**src/rtl/layer_seq_ctrl.sv**
```systemverilog
// Layer-by-layer CNN accelerator sequencer: rest period, then per-layer
// weight read / input read / compute / write-back handshakes with watchdog and abort.
module layer_seq_ctrl #(
   parameter int unsigned NUM_LAYERS     = 5,
   parameter int unsigned LAYER_W        = 3,
   parameter int unsigned REST_CYCLES    = 10,
   parameter bit          CHAIN_LAYERS   = 1'b1,
   parameter int unsigned TIMEOUT_CYCLES = 1023,
   parameter int unsigned CNT_W          = 10
) (
   input  logic               clk,
   input  logic               rst,
   input  logic               start,
   input  logic               abort,
   input  logic               read_weights_finish,
   input  logic               read_inputs_finish,
   input  logic               compute_finish,
   input  logic               write_output_finish,
   output logic               start_read_w,
   output logic               start_read_i,
   output logic               start_compute,
   output logic               start_write_o,
   output logic [LAYER_W-1:0] layer_idx,
   output logic               busy,
   output logic               done,
   output logic               error,
   output logic [2:0]         state_out
);

   typedef enum logic [2:0] {
      StIdle = 3'd0,
      StRest = 3'd1,
      StRdW  = 3'd2,
      StRdI  = 3'd3,
      StComp = 3'd4,
      StWrO  = 3'd5,
      StDone = 3'd6,
      StErr  = 3'd7
   } state_e;

   localparam logic [LAYER_W-1:0] LastLayer = LAYER_W'(NUM_LAYERS - 1);
   localparam logic [CNT_W-1:0]   RestLast  = CNT_W'(REST_CYCLES - 1);
   localparam logic [CNT_W-1:0]   WdogLast  = CNT_W'(TIMEOUT_CYCLES - 1);
   localparam bit                 WdogEn    = (TIMEOUT_CYCLES != 0);

   state_e             state_q, state_d;
   logic [CNT_W-1:0]   cnt_q, cnt_d;
   logic [LAYER_W-1:0] layer_d;
   logic               in_phase, phase_fin;

   always_comb begin
      state_d   = state_q;
      layer_d   = layer_idx;
      in_phase  = 1'b0;
      phase_fin = 1'b0;
      unique case (state_q)
         StIdle: if (start) state_d = StRest;
         StRest: if (cnt_q == RestLast) state_d = StRdW;
         StRdW: begin
            in_phase  = 1'b1;
            phase_fin = read_weights_finish;
            // Chained layers find their input already in place from the previous write-back.
            if (phase_fin) state_d = (CHAIN_LAYERS && layer_idx != '0) ? StComp : StRdI;
         end
         StRdI: begin
            in_phase  = 1'b1;
            phase_fin = read_inputs_finish;
            if (phase_fin) state_d = StComp;
         end
         StComp: begin
            in_phase  = 1'b1;
            phase_fin = compute_finish;
            if (phase_fin) state_d = StWrO;
         end
         StWrO: begin
            in_phase  = 1'b1;
            phase_fin = write_output_finish;
            if (phase_fin) begin
               if (layer_idx == LastLayer) begin
                  state_d = StDone;
               end else begin
                  state_d = StRdW;
                  layer_d = layer_idx + 1'b1;
               end
            end
         end
         StDone: begin
            state_d = StIdle;
            layer_d = '0;
         end
         StErr:   state_d = StErr;
         default: state_d = StIdle;
      endcase

      // A finish in the timeout cycle wins over the watchdog.
      if (WdogEn && in_phase && !phase_fin && cnt_q == WdogLast) state_d = StErr;

      if (abort) begin
         state_d = StIdle;
         layer_d = '0;
      end

      if (state_d != state_q || !(in_phase || state_q == StRest)) cnt_d = '0;
      else cnt_d = cnt_q + 1'b1;
   end

   always_ff @(posedge clk or posedge rst) begin
      if (rst) begin
         state_q       <= StIdle;
         cnt_q         <= '0;
         layer_idx     <= '0;
         start_read_w  <= 1'b0;
         start_read_i  <= 1'b0;
         start_compute <= 1'b0;
         start_write_o <= 1'b0;
         busy          <= 1'b0;
         done          <= 1'b0;
         error         <= 1'b0;
         state_out     <= 3'd0;
      end else begin
         state_q       <= state_d;
         cnt_q         <= cnt_d;
         layer_idx     <= layer_d;
         start_read_w  <= (state_d == StRdW);
         start_read_i  <= (state_d == StRdI);
         start_compute <= (state_d == StComp);
         start_write_o <= (state_d == StWrO);
         busy          <= (state_d != StIdle) && (state_d != StErr);
         done          <= (state_d == StDone);
         error         <= (state_d == StErr);
         state_out     <= state_d;
      end
   end

endmodule

```
**config.mk**
```make
export PLATFORM = sky130hd
export DESIGN_NAME = layer_seq_ctrl
export DESIGN_NICKNAME = d
export VERILOG_FILES = /design/src/rtl/layer_seq_ctrl.sv
export SDC_FILE = /design/constraint.sdc
export NUM_CORES = 1
export LEC_CHECK = 0
export ABC_AREA = 1
export CAP_MARGIN = 20
export CORE_MARGIN = 4
export CORE_UTILIZATION = 35
export DETAILED_ROUTE_END_ITERATION = 10
export HOLD_SLACK_MARGIN = 0.03
export PLACE_DENSITY = 0.62
export SKIP_CTS_REPAIR_TIMING = 1
export SYNTH_ARGS = -nofsm -noshare
export SYNTH_HDL_FRONTEND = slang
export SYNTH_SLANG_ARGS = --single-unit
```
**constraint.sdc**
```tcl
create_clock -name clk -period 2.25 [get_ports clk]
set_input_delay 0.225 -clock clk [delete_from_list [all_inputs] [get_ports clk]]
set_output_delay 0.225 -clock clk [all_outputs]
set_load 0.005 [all_outputs]
```
Word-level counts from Yosys, hierarchy flattened:

Index checks and enable logic that the tools add are counted.

* register bits: 23
* output and inout bits: 13
* logic and storage cells: 63

* add/sub/neg operators: 2
* equality and inequality tests: 20
* multiplexer cells: 18
* reductions and logical operators: 13

Operator list (count)
* $mux W3: 13
* $eq A3 B3 Y1 const B: 9
* $pmux W3 S8: 1
* $eq A3 B2 Y1 const B: 4
* $add A10 B1 Y10 const B: 1
* $eq A10 B10 Y1 const B: 1
* $eq A10 B4 Y1 const B: 1
* $mux W10: 1
* $ne A3 B3 Y1 const B: 3
* $reduce_bool A3 Y1: 3
* $pmux W3 S2: 1
* $pmux W1 S4: 1
* $reduce_or A4 Y1: 1
* $add A3 B1 Y3 const B: 1
* $eq A3 B1 Y1 const B: 1
* $logic_and A1 B1 Y1: 3
* $logic_not A3 Y1: 1
* $ne A3 B3 Y1: 1
* $reduce_and A3 Y1: 1
* $logic_not A1 Y1: 2
* $logic_or A1 B1 Y1: 2
* $mux W1: 1

Depth between registers and ports, before layout:

Gate-level depths: netlist (run 1).

* depth in word-level cells: 10
* mapped depth: 15
* depth with buffers taken out: 15

Worst setup path before layout (run 1):

Ideal clock, no wire load.

* path kind: register to register
* start: register layer_idx[0]
* end: register cnt_q[0]
* arrival: 1.528 ns
* path slack: 0.600 ns
* cell stages (with the launch flop): 16
* clock period less this slack: 1.650 ns
* path through: dfrtp_1 -> inv_1 -> ha_1 -> nand2_1 -> nand2_1 -> inv_1 -> nand2_1 -> nand3_1 -> nor2_1 -> nand2_2 -> nand2_4 -> nand2_1 -> nand2_1 -> clkinv_1 -> nand3_4 -> nor2_1

* cells in the longest elaborated chain, start to end: 9

RTL lines
* start, declared: line 23 `output logic [LAYER_W-1:0] layer_idx,`
* start signal, assigned: line 123 `layer_idx <= layer_d;`
* $eq A3 B3 Y1 / $reduce_bool A3 Y1 (equally long branches): line 79, 63
* $mux W3, on equally long branches: line 79, 63
* $mux W3, on equally long branches: line 78, 63
* $pmux W3 S8 (*): line 56 `unique case (state_q)`
* $mux W3 (*): line 96 `if (WdogEn && in_phase && !phase_fin && cnt_q == WdogLast) state_d = StErr;`
* $mux W3 (*): line 98 `if (abort) begin`
* $ne A3 B3 Y1 (*): line 103 `if (state_d != state_q || !(in_phase || state_q == StRest)) cnt_d = '0;`
* $logic_or A1 B1 Y1 (*): line 103
* $mux W10 (*): line 103
* named net cnt_d[0]: line 47 `logic [CNT_W-1:0] cnt_q, cnt_d;`
* end signal, assigned: line 122 `cnt_q <= cnt_d;`
* end, declared: line 47

The timed path passes the listed nets; every way through them passes the cells marked *.
A chain may end at the register's enable or synchronous reset.

Worst setup path in the final report (run 1):

* start: register state_q[2]
* end: register cnt_q[9]

* cells in the longest elaborated chain, start to end: 10

RTL lines
* start, declared: line 46 `state_e state_q, state_d;`
* start signal, assigned: line 109 `state_q <= StIdle;`
* start signal, assigned: line 121 `state_q <= state_d;`
* $eq A3 B3 Y1 / $eq A3 B2 Y1 (equally long branches): line 56
* $pmux W1 S4 / $reduce_or A4 Y1 (equally long branches)
* $logic_not A1 Y1 / $mux W1 (equally long branches): line 96, 56
* $logic_and A1 B1 Y1 (2 in a row): line 96
* $mux W3: line 96
* $mux W3: line 98
* $ne A3 B3 Y1: line 103
* $logic_or A1 B1 Y1 (*): line 103
* $mux W10 (*): line 103
* named net cnt_d[9]: line 47

Marks and branches as above.

==> results of run 1 <==
[worst reg2reg max path: stages, from the launching register on]
cell	delay, ns
dfrtp_1	0.61
inv_2	0.15
nand4_1	0.13
nand2_1	0.07
nor2_1	0.14
nand2_1	0.10
nand2_1	0.15
nand2_1	0.13
nand2_1	0.09
nand2_1	0.09
nand3_4	0.15
nor2_1	0.06
[through the flow]
| stage | power [mW] | util [%] | instance area, um2 |
|---|---|---|---|
| after floorplan | 0.4796 | - | 1390 |
| after global placement | 0.5087 | 43.58 | 1632 |
| after detailed placement | 0.5087 | 43.58 | 1632 |
| after CTS | 0.7710 | 44.82 | 1678 |
| after global routing | 0.7964 | 44.82 | 1678 |
| final | 0.7558 | 44.82 | 1678 |
[cell usage in the layout, fill, tap and decap left out, types with 2 or more instances in the layout]
cell,n
nor2_2,2
nor3_1,6
nand4_1,6
xnor2_1,3
nor2_1,27
clkbuf_8,3
nand2_1,35
nor3_2,2
dfrtp_1,23
nand3_1,15
nand2_2,2
inv_1,23
o21ai_0,6
a21oi_1,2
inv_2,3
ha_1,5
clkdlybuf4s50_1,20
xor2_1,6
[flip-flops by register name, indices dropped and copies added, names as in the netlist]
name,cells
error,1
start_compute,1
start_write_o,1
state_q,3
layer_idx,3
busy,1
start_read_w,1
done,1
cnt_q,10
start_read_i,1
[cell families after synthesis]
kind of cell	after synthesis	synth area share, %
AND/OR/NAND/NOR	102	35.28
buffers and inverters	30	9.180
flip-flops	23	41.40
AO/OA/AOI/OAI	10	3.961
XOR/XNOR	9	5.671
adder cells (fa/ha/maj)	5	4.500
[worst paths after layout]
path                             from  endpoint  cells past startpoint
max in group asynchronous         rst  cnt_q[7]                      3
min in group clk             cnt_q[0]  cnt_q[0]                      1
max reg2reg                state_q[2]  cnt_q[9]                     11
min                               rst  cnt_q[3]                      3
max                        state_q[2]  cnt_q[9]                     11
min reg2reg                  cnt_q[0]  cnt_q[0]                      1
[layout make-up]
| class | count | area [um2] |
|---|---|---|
| fill | 400 | 2066 |
| multi-input combinational | 126 | 686.9 |
| clock buffer | 3 | 41.29 |
| timing repair buffer | 21 | 207.7 |
| clock inverter | 1 | 5.005 |
| sequential | 23 | 575.6 |
| tap | 48 | 60.06 |
| inverter | 27 | 101.3 |
[power by group through the flow]
stage	registers, mW	logic (mW)	clock network, mW
5_1_grt	0.428	0.0841	0.284
2_1_floorplan	0.430	0.0494	0
3_5_place_dp	0.435	0.0734	0
6_report	0.427	0.0725	0.256
3_3_place_gp	0.435	0.0740	0
4_1_cts	0.427	0.0740	0.270
[per-layer routing]
metal | routed length, um | global-route usage, % | up-vias | part of all wire (%)
li1 | - | - | 606 | -
met1 | 1489 | 18.49 | 531 | 51
met2 | 1217 | 16.48 | 24 | 42
met3 | 141 | 3.693 | 5 | 4.8
met4 | 63 | 6.263 | 0 | 2.2
met5 | 0 | 0 | - | 0
==> results_dict.tcl, run 1 <==
set metrics [dict create \
    finalWorstSetupSlack_ns 0.2859 \
    syn_nets 192 \
    slew_viol_final 0 \
    antenna_cells 0 \
    numCtsBuffers 3 \
    htreeDepth 1 \
    syn_area_per_cell_um2 7.766 \
    cpMaxStageDelayCell "dfrtp_1" \
    grt_pass1_vias 1114 \
    power.switching_uw 182.5 \
    skew_ns 0.002673 \
    r2r_slack_ns 0.29 \
    outcome "finished, final reports clean" \
    max-vdd-ir-drop_mv 0.3739 \
    die_x_um 71.02 \
    critPathTopFamily "simple AND/OR/NAND/NOR gates" \
    drt_wl_total_um 2912 \
    cts_sinks 23 \
    ys_warn_count 0 \
    syn2layout_area_growth_pct 20.70 \
    core_area_mm2 0.003744 \
    grt_max_degree 24 \
    hold_class "in2async" \
    tightest_slew_ns 0.4335 \
    cp_max_fo 11 \
    dp.cells 245 \
    dpl.hpwl_um 2184 \
    synth_top_area_share_pct 41.40 \
    layout-drive-gt1-share_pct 9.453 \
    final.period_utilization_pct 87.29 \
    cp.required_ns 2.41 \
    cts_tree "built" \
    drt_iter0_drc 73 \
    p_clk_share_pct 33.9 \
    root_buffer "clkbuf_8" \
    grtUsageTotal_pct 12.58 \
    crit_type "reg2reg" \
    clock.fmax_mhz 509.1 \
    max_stage_delay_ns 0.61 \
    synth_ff_type "dfrtp_1" \
    ant_nets 0 \
    place_ws_ns 0.2771 \
    max-slew-margin-rel_pct 71.10 \
    final_cells 249 \
    hold_ws_ns 0.2956 \
    yosysTopAreaCell "dfrtp_1" \
    vias_per_cell 4.683 \
    crit_chain "inv_2, nand4_1, nand2_1, nor2_1, nand2_1, nand2_1, nand2_1, nand2_1, nand2_1, nand3_4, nor2_1" \
    internal_power_uw 573.3 \
    initial_utilization_pct 37.13 \
    place.gp.congestion 0.8169 \
    syn_inst 179 \
    finalSetupViolCount 0 \
    ys_async_sr_fraction_pct 100.0 \
    row_count 22 \
    ys_seq_elements 23 \
    routed-via-count 1166 \
    fp.dieH_um 71.02 \
    drc 0 \
    grt_antenna_before_repair 0 \
    dr.pass1.iters 4 \
    seqPwrFrac_pct 56.5 \
    power_frac_comb_pct 9.6 \
    clk_pin_slew_ns 0.08 \
    power_leakage_nw 0.8215 \
    grt_pass1_wl_um 5057 \
    hold_viol 0 \
    overflow 0 \
    yosysSeqAreaShare_pct 41.40 \
    switching_share_pct 24.14 \
    fin_nets 215 \
    cp-start-kind "register" \
    portBuffers 20 \
    max-cap-violations 0 \
    fp.dieArea_mm2 0.005044 \
    synth_top_cells_by_area "dfrtp_1 41%, nand2_1 9.5%, nor2_1 7.3%" \
    power_density_mw_per_mm2 450.4 \
    netlist_area_mm2 0.001390 \
    worstPathArrival_ns 2.13 \
    crit_buf_inv 1 \
    crit_top_cell "nand2_1" \
    wl_per_cell_um 11.69 \
    synth_cell_type_count 28 \
    cts_buffer_depth 2 \
    period_minus_slack_ns 1.964 \
    pin_count 21 \
    endpoint_kind "register" \
    insertion_delay_ns 0.27 \
    synth_edf_count 0 \
    rsz0062_at_grt "no" \
    final.setup.tns_ns 0 \
    synth_top_cells_by_count "35 x nand2_1, 27 x nor2_1, 23 x dfrtp_1, 23 x inv_1, 15 x nand3_1" \
    synth.most_common_cell "nand2_1" \
]
Power figures use the tool's default switching activity.
==> run 2, diff against run 1 <==
- clock period: 2.25 -> 2.5 ns (I/O delays scaled with it)
==> run 2 against run 1 <==
Against the previous run: routed wire length is 3.7% lower; power is 9.9% lower; first-iteration DRC count is 36% lower; setup slack better by 0.25 ns; critical path type unchanged; die area stayed put; flip-flop and latch count stayed put; clock power is 9.0% lower; clock-buffer cell count stayed put; design area is 0.45% lower.
==> results_dict.tcl, run 2 (synthesized netlist as in run 1, its figures left out) <==
set metrics [dict create \
    outcome "finished, final reports clean" \
    power_uw 680.7 \
    cp.required_ns 2.66 \
    drt_iter0_drc 47 \
    max-vdd-ir-drop_mv 0.3101 \
    fp.dieH_um 71.02 \
    crit_buf_inv 1 \
    crit_top_cell "nand2_1" \
    seqPwrFrac_pct 56.5 \
    crit_path_end "cnt_q[2]" \
    final_cells 248 \
    finalSetupViolCount 0 \
    skew_ns 0.004588 \
    layout-drive-gt1-share_pct 9.000 \
    wl_per_cell_um 11.30 \
    cp_max_fo 11 \
    clock.fmax_mhz 509.2 \
    htreeDepth 1 \
    final.period_utilization_pct 78.56 \
    path_depth 11 \
    grt_antenna_before_repair 0 \
    tightest_slew_ns 0.8253 \
    power_leakage_nw 0.8167 \
    fin_nets 214 \
    r2r_slack_ns 0.54 \
    cts_buffer_depth 2 \
    grt_pass1_vias 1057 \
    dr.pass1.iters 4 \
    antenna_cells 0 \
    grt_max_degree 24 \
    cpMaxStageDelayCell "dfrtp_1" \
    r2r_cells 11 \
    switching_share_pct 24.39 \
    internal_power_uw 514.7 \
    power_density_mw_per_mm2 407.5 \
    final_cell_mix "35 x nand2_1, 27 x nor2_1, 23 x inv_1, 23 x dfrtp_1, 20 x clkdlybuf4s50_1" \
    period_minus_slack_ns 1.964 \
    die_x_um 71.02 \
    critPathTopFamily "simple AND/OR/NAND/NOR gates" \
    routed-via-count 1124 \
    final.setup.tns_ns 0 \
    overflow 0 \
    syn2layout_area_growth_pct 20.16 \
    rr_startpoint "state_q[1]" \
    insertion_delay_ns 0.27 \
    hold_class "in2async" \
    hold_viol 0 \
    largest_reg_flops 10 \
    p_clk_share_pct 34.2 \
    max_stage_delay_ns 0.61 \
    root_buffer "clkbuf_8" \
    max-slew-margin-rel_pct 44.92 \
    row_count 22 \
    fp.dieArea_mm2 0.005044 \
    power_frac_comb_pct 9.4 \
    dp.cells 244 \
    top_regs "cnt_q: 10 flops, layer_idx: 3 flops, state_q: 3 flops" \
    drt_wl_total_um 2803 \
    clk_pin_slew_ns 0.08 \
    r2r_end "cnt_q[2]" \
    place_area_mm2 0.001624 \
    drc 0 \
    crit_chain "inv_2, nand4_1, nand2_1, nor2_1, nand2_1, nand2_1, nand2_1, nand2_1, nand2_1, nand3_4, nor2_1" \
    cts_sinks 23 \
    grt_pass1_wl_um 4830 \
    dpl.hpwl_um 2158 \
    core_area_mm2 0.003744 \
    final_area_mm2 0.001670 \
    slew_viol_final 0 \
    layout_commonest_cell "nand2_1" \
    rsz0062_at_grt "no" \
    grtUsageTotal_pct 11.85 \
    endpoint_kind "register" \
    nFillCells 402 \
    worstPathArrival_ns 2.12 \
    initial_utilization_pct 37.13 \
    place.gp.congestion 0.8169 \
    crit_type "reg2reg" \
    cts_tree "built" \
    ant_nets 0 \
    finalWorstSetupSlack_ns 0.5360 \
    place_ws_ns 0.5372 \
    power.switching_uw 166.0 \
    max-cap-violations 0 \
    numCtsBuffers 3 \
    crit_start "state_q[1]" \
    vias_per_cell 4.532 \
    cp-start-kind "register" \
    top_register "cnt_q" \
    pin_count 21 \
    portBuffers 20 \
]
run 2: cell type report:
cell class                      count  area [um2]  share of cell area (%)
Multi-Input combinational cell    126       686.9                   41.12
Inverter                           27       101.3                   6.067
Clock inverter                      1       5.005                  0.2996
Clock buffer                        3       41.29                   2.472
Tap cell                           48       60.06                   3.596
Sequential cell                    23       575.6                   34.46
Timing Repair Buffer               20       200.2                   11.99
run 2: metrics by stage:
step,utilization (%),hold slack (ns)
floorplan,-,0.2519
global placement,43.38,0.5019
detailed placement,43.38,0.5114
CTS,44.62,0.4696
global route,44.62,0.5308
finish,44.62,0.4394
run 2: worst min-delay path by stage:
stage	end	slack, ns	cells after the start
after floorplan	busy	0.25	1
after global placement	cnt_q[0]	0.50	1
after detailed placement	cnt_q[0]	0.51	1
after CTS	cnt_q[0]	0.47	2
after global routing	cnt_q[0]	0.53	2
final	cnt_q[0]	0.44	2
run 2: power by group through the flow:
stage	clock, mW	sequential [mW]	combinational, mW
after global placement	0	0.391	0.0652
final	0.233	0.384	0.0638
after detailed placement	0	0.392	0.0645
after floorplan	0	0.387	0.0445
after global routing	0.249	0.386	0.0728
after CTS	0.240	0.385	0.0651
run 2: metal layers:
metal | GRT usage [%] | share of wire (%)
met5 | 0 | 0
met4 | 5.428 | 2.0
met3 | 2.557 | 5.2
met2 | 16.48 | 41
met1 | 17.40 | 52
